File: src/rtl/b1_scfifo_reader.sv
// Read-side adapter for a normal-mode single-clock FIFO: issues reads,
// absorbs the one-cycle read latency in a 2-entry buffer, emits a stream.
module b1_scfifo_reader #(
    parameter int DWIDTH  = 8,
    parameter int PKT_LEN = 1
) (
    input  logic              clk_i,
    input  logic              arst_n_i,
    input  logic              fifo_empty_i,
    input  logic [DWIDTH-1:0] fifo_q_i,
    output logic              fifo_rdreq_o,
    output logic [DWIDTH-1:0] data_o,
    output logic              valid_o,
    input  logic              ready_i,
    output logic              last_o,
    output logic [1:0]        level_o
);
    localparam int PW = (PKT_LEN > 1) ? $clog2(PKT_LEN) : 1;
    localparam logic [PW-1:0] PLAST = PW'(PKT_LEN - 1);

    logic [1:0]        occ;
    logic              pend;
    logic [DWIDTH-1:0] head;
    logic [DWIDTH-1:0] tail;
    logic [PW-1:0]     pcnt;
    logic              out_fire;
    logic [2:0]        committed;

    assign valid_o   = (occ != 2'd0);
    assign out_fire  = valid_o & ready_i;
    assign data_o    = head;
    assign last_o    = valid_o & (pcnt == PLAST);
    assign level_o   = occ;

    // Slots already owned (buffered + in flight) after this cycle's pop.
    assign committed = {1'b0, occ} + {2'b00, pend} - {2'b00, out_fire};
    assign fifo_rdreq_o = arst_n_i & ~fifo_empty_i & (committed < 3'd2);

    always_ff @(posedge clk_i or negedge arst_n_i) begin
        if (!arst_n_i) begin
            occ  <= 2'd0;
            pend <= 1'b0;
            head <= '0;
            tail <= '0;
            pcnt <= '0;
        end else begin
            pend <= fifo_rdreq_o;
            occ  <= occ + {1'b0, pend} - {1'b0, out_fire};
            if (out_fire) begin
                pcnt <= (pcnt == PLAST) ? '0 : pcnt + 1'b1;
            end
            case ({pend, out_fire})
                2'b10: begin
                    if (occ == 2'd0) head <= fifo_q_i;
                    else             tail <= fifo_q_i;
                end
                2'b01: head <= tail;
                2'b11: begin
                    // With one word buffered the landing word becomes head.
                    if (occ == 2'd1) begin
                        head <= fifo_q_i;
                    end else begin
                        head <= tail;
                        tail <= fifo_q_i;
                    end
                end
                default: ;
            endcase
        end
    end
endmodule
File: config.mk
export PLATFORM = sky130hd
export DESIGN_NAME = b1_scfifo_reader
export DESIGN_NICKNAME = d
export VERILOG_FILES = /design/src/rtl/b1_scfifo_reader.sv
export SDC_FILE = /design/constraint.sdc
export NUM_CORES = 1
export LEC_CHECK = 0
export ABC_CLOCK_PERIOD_IN_PS = 2270
export BUFFER_PORTS_ARGS = -buffer_cell sky130_fd_sc_hd__buf_4
export CAP_MARGIN = 20
export CORE_ASPECT_RATIO = 0.9
export CORE_MARGIN = 5
export CORE_UTILIZATION = 35
export CTS_BUF_LIST = sky130_fd_sc_hd__clkbuf_4 sky130_fd_sc_hd__clkbuf_8
export CTS_CLUSTER_DIAMETER = 150
export DETAILED_ROUTE_END_ITERATION = 10
export GPL_ROUTABILITY_DRIVEN = 0
export PLACE_DENSITY = 0.68
export REMOVE_ABC_BUFFERS = 1
export SLEW_MARGIN = 20
export SYNTH_ARGS = -nofsm -noshare
export SYNTH_HDL_FRONTEND = slang
export SYNTH_SLANG_ARGS = --single-unit
File: constraint.sdc
create_clock -name clk_i -period 2.27 [get_ports clk_i]
set_input_delay 0.454 -clock clk_i [delete_from_list [all_inputs] [get_ports clk_i]]
set_output_delay 0.454 -clock clk_i [all_outputs]
set_load 0.005 [all_outputs]
==> results of run 1 <==
## final cells by class
cell class                 count  area (sq um)
multi-input combinational     66           733
tap                           44          55.1
fill                         343          1820
sequential                    19           475
clock buffer                   4          48.8
timing repair buffer          33           248
inverter                       6          22.5
## sequential cells by signal (all words and copies together), names as in the netlist
name and flops:
level_o 2, tail 8, data_o 8, pend 1
## power breakdown
group | internal, mW | leakage [nW] | total (mW) | switching (mW)
Sequential | 0.516 | 0.225 | 0.636 | 0.119
Combinational | 0.754 | 0.418 | 1.33 | 0.574
Clock | 0.137 | 0.0262 | 0.247 | 0.111
## per-layer routing
layer  part of all wire, %  track usage [%]
met1                    43             13.6
met2                    51             20.0
met3                   5.8             3.80
met4                     0             1.38
met5                     0                0
## placed cells by master (no fill, tap or decap), types with 3 or more instances in the layout
master / synthesis / layout
mux2_4: 8 / 8
buf_4: 2 / 33
nor3b_1: 7 / 7
a211oi_1: 6 / 6
dfrtp_1: 19 / 19
a2bb2oi_2: 8 / 8
mux2_1: 8 / 8
inv_1: 5 / 3
nand2_2: 7 / 7
clkbuf_8: 1 / 3
inv_2: 1 / 3
ha_1: 5 / 3
## worst max-delay path, cell delays in order, from the launching register on
cell and delay [ps]:
dfrtp_1 380, o21a_2 240, ha_4 260, inv_2 40, ha_4 140, fa_2 450, nor4b_4 300, buf_4 160
## cell families (layout without fill, tap and decap cells)
group | count (synthesis) | in the layout | synth area share (%)
buffers and inverters | 12 | 43 | 5.76
XOR/XNOR | 1 | 1 | 0.708
flip-flops | 19 | 19 | 38.4
multiplexers | 16 | 16 | 17.0
AO/OA/AOI/OAI | 20 | 20 | 19.1
adder cells (fa/ha/maj) | 6 | 6 | 6.67
AND/OR/NAND/NOR | 23 | 23 | 12.3
## worst max path at each step
stage	cells past startpoint	slack, ps	start	end
global placement	9	-320	ready_i	fifo_rdreq_o
detailed placement	9	-390	ready_i	fifo_rdreq_o
CTS	7	-480	level_o[0]	fifo_rdreq_o
finish	7	-400	level_o[0]	fifo_rdreq_o
floorplan	7	-250	level_o[1]	fifo_rdreq_o
global route	7	-500	level_o[0]	fifo_rdreq_o
## repair_timing
item,CTS,global route
cloned,0,0
pin swaps,4,2
setup endpoints to repair,1,1
resized for setup,5,3
buffers inserted,1,0
==> flow_summary_export.csv, run 1 <==
group,metric,value,unit
outcome,status,"finished, violations left",
outcome,violations,"negative setup slack",
detailed_routing,num_vias,862,
placed_design,placedCellCount,167,
worst_setup_path,cp-end-kind,"output pin",
global_route,antenna_found_initial,0,
yosys,ys_warn_count,0,
clock_tree,cts_tree,"yes",
yosys,ys_top_cells_by_area,"dfrtp_1 (38%), a2bb2oi_2 (9.7%), mux2_4 (9.7%), mux2_1 (7.3%), ha_1 (5.1%)",
clock_tree,cts_root_buf,"clkbuf_8",
sta,rsz0062_at_grt,"true",
placed_design,io_buffers,24,
sta,period_needed,2670,ps
sta,setup_ws,-404,ps
placed_design,place_hpwl,1.83,mm
yosys,synth-main-ff-cell,"dfrtp_1",
sta,fin_skew,0.994,ps
clock_tree,h-tree-depth,1,
global_route,grt_use_total,11.3,%
sta,drv_slew,0,
worst_setup_path,reg2reg_depth,7,
power_and_ir_drop,power.total,2.21,mW
cells_and_area,fin_area,0.00158,sq mm
sta,setup_viol,1,
power_and_ir_drop,power_density,1400,mW/mm^2
die,placementRows,20,
yosys,yosysSeqAreaShare,38.4,%
detailed_routing,wire_per_inst,14.4,um
yosys,synth.distinct_cells,30,
global_route,grt_pass1_wl,4.28,mm
clock_tree,cts_inserted_buffers,3,
clock_tree,clkTransAtPathRegs,70,ps
worst_setup_path,cp.arrival,2220,ps
yosys,synth_area,0.00124,sq mm
placed_design,pre_cts_ws,-390,ps
die,die_area,0.00483,sq mm
global_route,grt_overflow,0,
global_route,grt_pass1_vias,914,
cells_and_area,fin_nets,147,
detailed_routing,routed_wirelength,2.49,mm
min_path,hold_class,"input port to asynchronous set/reset pin",
sta,period_share,118,%
yosys,synth.avg_cell_area,12.8,sq um
detailed_routing,postRouteAntennaNets,0,
detailed_routing,drtIter0Drc,13,
cells_and_area,drive_gt1_share,58.6,%
power_and_ir_drop,p_leak,0.669,nW
sta,fin_hold_ws,68.8,ps
sta,worst_slew_pin_slew,428,ps
clock_tree,clock_latency,250,ps
die,die_h,66.4,um
flow_run,maxCapViolations,0,
sta,hold_viol,0,
yosys,yosys.area.top_type,"dfrtp_1",
cells_and_area,area.growth.synth_to_final,27.9,%
sta,tns,-404,ps
die,ios,25,
clock_tree,cts.sinks,19,
yosys,synth_edf_count,0,
sta,max_freq,374,MHz
sta,relSlewSlack,71.4,%
die,start_util,36.4,%
die,core_area,0.00340,sq mm
yosys,yosysMostFrequentCell,"dfrtp_1",
worst_setup_path,path_max_fanout,2,
cells_and_area,stdcell_count,172,
yosys,ys_ff_latch,19,
yosys,ys_top_cells_by_count,"dfrtp_1 (19), a2bb2oi_2 (8), mux2_1 (8), mux2_4 (8)",
global_route,grt_max_degree,21,
worst_setup_path,cp-start-kind,"flip-flop",
detailed_routing,drt_first_pass_iters,2,
clock_tree,clk_path_buf_depth,2,
worst_setup_path,crit_type,"flip-flop to output pin",
cells_and_area,fin_util,46.5,%
yosys,synth_top_area_share,38.4,%
clock_tree,postCtsHoldBufs,0,
yosys,async_reset_ff_share,100,%
worst_setup_path,cp.required,1820,ps
detailed_routing,route.detailed.drc,0,
worst_setup_path,timing.rr.start,"level_o[0]",
cells_and_area,diodes,0,
power_and_ir_drop,irDropWorstVdd,740,uV
die,die_width,72.7,um
worst_setup_path,rrSetupSlack,260,ps
worst_setup_path,r2r_end,"pend",
yosys,synthCells,97,
detailed_routing,viasPerCell,5.01,
placed_design,place_area,0.00148,sq mm
Note: power is estimated with default switching activity, not from simulation.
==> run 2, diff against run 1 <==
--- a/config.mk
+++ b/config.mk
@@ -5,6 +5,7 @@
 export SDC_FILE = /design/constraint.sdc
 export NUM_CORES = 1
 export LEC_CHECK = 0
+export ABC_AREA = 1
 export ABC_CLOCK_PERIOD_IN_PS = 2270
 export BUFFER_PORTS_ARGS = -buffer_cell sky130_fd_sc_hd__buf_4
 export CAP_MARGIN = 20
@@ -15,7 +16,7 @@
 export CTS_CLUSTER_DIAMETER = 150
 export DETAILED_ROUTE_END_ITERATION = 10
 export GPL_ROUTABILITY_DRIVEN = 0
-export PLACE_DENSITY = 0.68
+export PLACE_DENSITY = 0.69
 export REMOVE_ABC_BUFFERS = 1
 export SLEW_MARGIN = 20
 export SYNTH_ARGS = -nofsm -noshare
==> run 2 against run 1 <==
Compared with the run above: the run still ends with negative setup slack left; clock power down 26%; sequential power down 8.5%; critical path type unchanged; largest power group unchanged; critical path depth up 3; synthesized cell count up 26%.
==> flow_summary_export.csv, run 2 <==
group,metric,value,unit
worst_setup_path,cp-start-kind,"flip-flop",
sta,max_freq,361,MHz
detailed_routing,num_vias,883,
cells_and_area,nFillCells,316,
yosys,synth_top_area_share,44.7,%
outcome,status,"finished, violations left",
worst_setup_path,rrSetupSlack,140,ps
detailed_routing,wire_per_inst,12.2,um
yosys,ys_top_cells_by_count,"nand2_1 (38), dfrtp_1 (19), nand3_1 (17)",
clock_tree,cts_tree,"yes",
cells_and_area,final_common_cell,"nand2_1",
yosys,synth-main-ff-cell,"dfrtp_1",
die,start_util,35.5,%
detailed_routing,postRouteAntennaNets,0,
sta,rsz0062_at_grt,"true",
global_route,antenna_found_initial,0,
sta,tns,-499,ps
min_path,hold_class,"input port to asynchronous set/reset pin",
global_route,grt_overflow,0,
power_and_ir_drop,p_comb_share,58.6,%
sta,hold_viol,0,
yosys,yosys.area.top_type,"dfrtp_1",
sta,relSlewSlack,76.8,%
clock_tree,clk_path_buf_depth,2,
die,ios,25,
placed_design,placedCellCount,194,
power_and_ir_drop,irDropWorstVdd,446,uV
die,placementRows,19,
global_route,grt_max_degree,20,
worst_setup_path,timing.rr.start,"level_o[1]",
sta,worst_slew_pin_slew,346,ps
yosys,synth.avg_cell_area,8.72,sq um
yosys,synth_area,0.00106,sq mm
worst_setup_path,cp.required,1820,ps
worst_setup_path,crit_type,"flip-flop to output pin",
worst_setup_path,max_stage_delay,450,ps
cells_and_area,diodes,0,
sta,drv_slew,0,
flow_run,maxCapViolations,0,
worst_setup_path,cp_slowest_cell,"fa_2",
power_and_ir_drop,clock_power_share,9.9,%
detailed_routing,routed_wirelength,2.45,mm
yosys,synth.distinct_cells,18,
worst_setup_path,r2r_end,"pend",
power_and_ir_drop,intPower,1.09,mW
die,die_h,62.3,um
worst_setup_path,reg2reg_depth,11,
worst_setup_path,path_max_fanout,2,
cells_and_area,area.growth.synth_to_final,34.2,%
yosys,ys_top_cells_by_area,"dfrtp_1 (45%), nand2_1 (13%), nand3_1 (8.0%), o21ai_2 (6.6%), ha_1 (5.9%)",
worst_setup_path,cp-endpoint,"fifo_rdreq_o",
cells_and_area,multi_input_area,536,sq um
sta,fin_skew,7.91,ps
sta,setup_viol,1,
clock_tree,clkTransAtPathRegs,110,ps
cells_and_area,stdcell_count,201,
clock_tree,cts_inserted_buffers,3,
sta,setup_ws,-499,ps
sta,period_share,122,%
placed_design,place_hpwl,1.81,mm
power_and_ir_drop,p_leak,0.773,nW
power_and_ir_drop,swShare,40.9,%
cells_and_area,final_cell_mix,"nand2_1 (38), buf_4 (36), dfrtp_1 (19), nand3_1 (17), inv_1 (13)",
yosys,ys_ff_latch,19,
global_route,grt_use_total,12.6,%
placed_design,io_buffers,24,
detailed_routing,drtIter0Drc,30,
clock_tree,h-tree-depth,1,
power_and_ir_drop,power_density,1300,mW/mm^2
yosys,async_reset_ff_share,100,%
cells_and_area,fin_area,0.00143,sq mm
clock_tree,postCtsHoldBufs,0,
die,die_width,68.1,um
die,core_area,0.00300,sq mm
cells_and_area,fin_nets,178,
yosys,synthCells,122,
die,die_area,0.00424,sq mm
cells_and_area,seq_area,475,sq um
clock_tree,cts_root_buf,"clkbuf_4",
cells_and_area,drive_gt1_share,42.8,%
sta,period_needed,2770,ps
outcome,violations,"negative setup slack",
power_and_ir_drop,seqPwrFrac,31.5,%
global_route,grt_pass1_vias,847,
placed_design,pre_cts_ws,-375,ps
power_and_ir_drop,switchingPower,0.757,mW
worst_setup_path,crit_start,"level_o[1]",
detailed_routing,route.detailed.drc,0,
worst_setup_path,cp.arrival,2310,ps
detailed_routing,drt_first_pass_iters,4,
placed_design,place_area,0.00133,sq mm
yosys,synth_edf_count,0,
clock_tree,cts.sinks,19,
worst_setup_path,cp-end-kind,"output pin",
detailed_routing,viasPerCell,4.39,
global_route,grt_pass1_wl,3.91,mm
worst_setup_path,cpMostUsedCell,"inv_2",
yosys,yosysMostFrequentCell,"nand2_1",
yosys,ys_warn_count,0,
clock_tree,clock_latency,300,ps
yosys,yosysSeqAreaShare,44.7,%
worst_setup_path,crit_chain,"nor2_2 -> inv_2 -> nand2_2 -> inv_2 -> ha_4 -> inv_2 -> ha_4 -> fa_2 -> nor4_4 -> buf_4",
[run 2: through the flow]
step / hold slack [ps] / util, % / total power [mW]
2_1_floorplan: 158 / - / 1.11
4_1_cts: 104 / 47.4 / 1.86
3_5_place_dp: 444 / 44.2 / 1.54
5_1_grt: 96.8 / 47.7 / 2.00
3_3_place_gp: 435 / 44.2 / 1.48
6_report: 98.7 / 47.7 / 1.85
[run 2: how the worst min path moves through the flow]
stage | startpoint | depth (start not counted) | endpoint
2_1_floorplan | arst_n_i | 0 | data_o[0]
3_3_place_gp | arst_n_i | 2 | level_o[0]
3_5_place_dp | arst_n_i | 2 | level_o[1]
4_1_cts | arst_n_i | 2 | level_o[1]
5_1_grt | arst_n_i | 2 | level_o[1]
6_report | arst_n_i | 2 | level_o[1]
[run 2: cell type report]
cell class | instances | area share, %
clock buffer | 4 | 2.10
inverter | 17 | 4.47
multi-input combinational | 83 | 37.5
sequential | 19 | 33.3
tap | 42 | 3.68
timing repair buffer | 36 | 18.9
[run 2: critical path: cells and delay by family, from the launching register on]
kind          cells  cell delay, ps
flops             1             420
buf+inv           4             290
fa+ha+maj         3             840
simple gates      3             450
[run 2: cells by family after synthesis]
kind of cell             after synthesis  synth area share, %
AO/OA/AOI/OAI                          8                 6.59
XOR/XNOR                               1                0.824
adder cells (fa/ha/maj)                6                 7.76
buffers and inverters                 20                 9.65
flip-flops                            19                 44.7
AND/OR/NAND/NOR                       68                 30.5
[run 2: what timing repair did]
action | 4_1_cts | 5_1_grt
setup endpoints to repair | 2 | 2
pin swaps | 6 | 4
gates resized for setup | 9 | 0
buffers inserted | 6 | 1
[run 2: routing by layer]
layer / wire, um / GRT usage (%) / share of wire (%)
met5: 0 / 0 / 0
met2: 1150 / 18.2 / 47
met4: 19 / 5.71 / 0.78
met3: 128 / 4.50 / 5.2
met1: 1150 / 16.5 / 47
[run 2: power by group through the flow]
stage          clock [mW]  combinational [mW]  sequential [mW]
4_1_cts             0.193                1.09            0.581
3_5_place_dp            0               0.949            0.588
3_3_place_gp            0               0.902            0.576
2_1_floorplan           0               0.517            0.596
5_1_grt             0.214                1.19            0.602
6_report            0.183                1.08            0.582
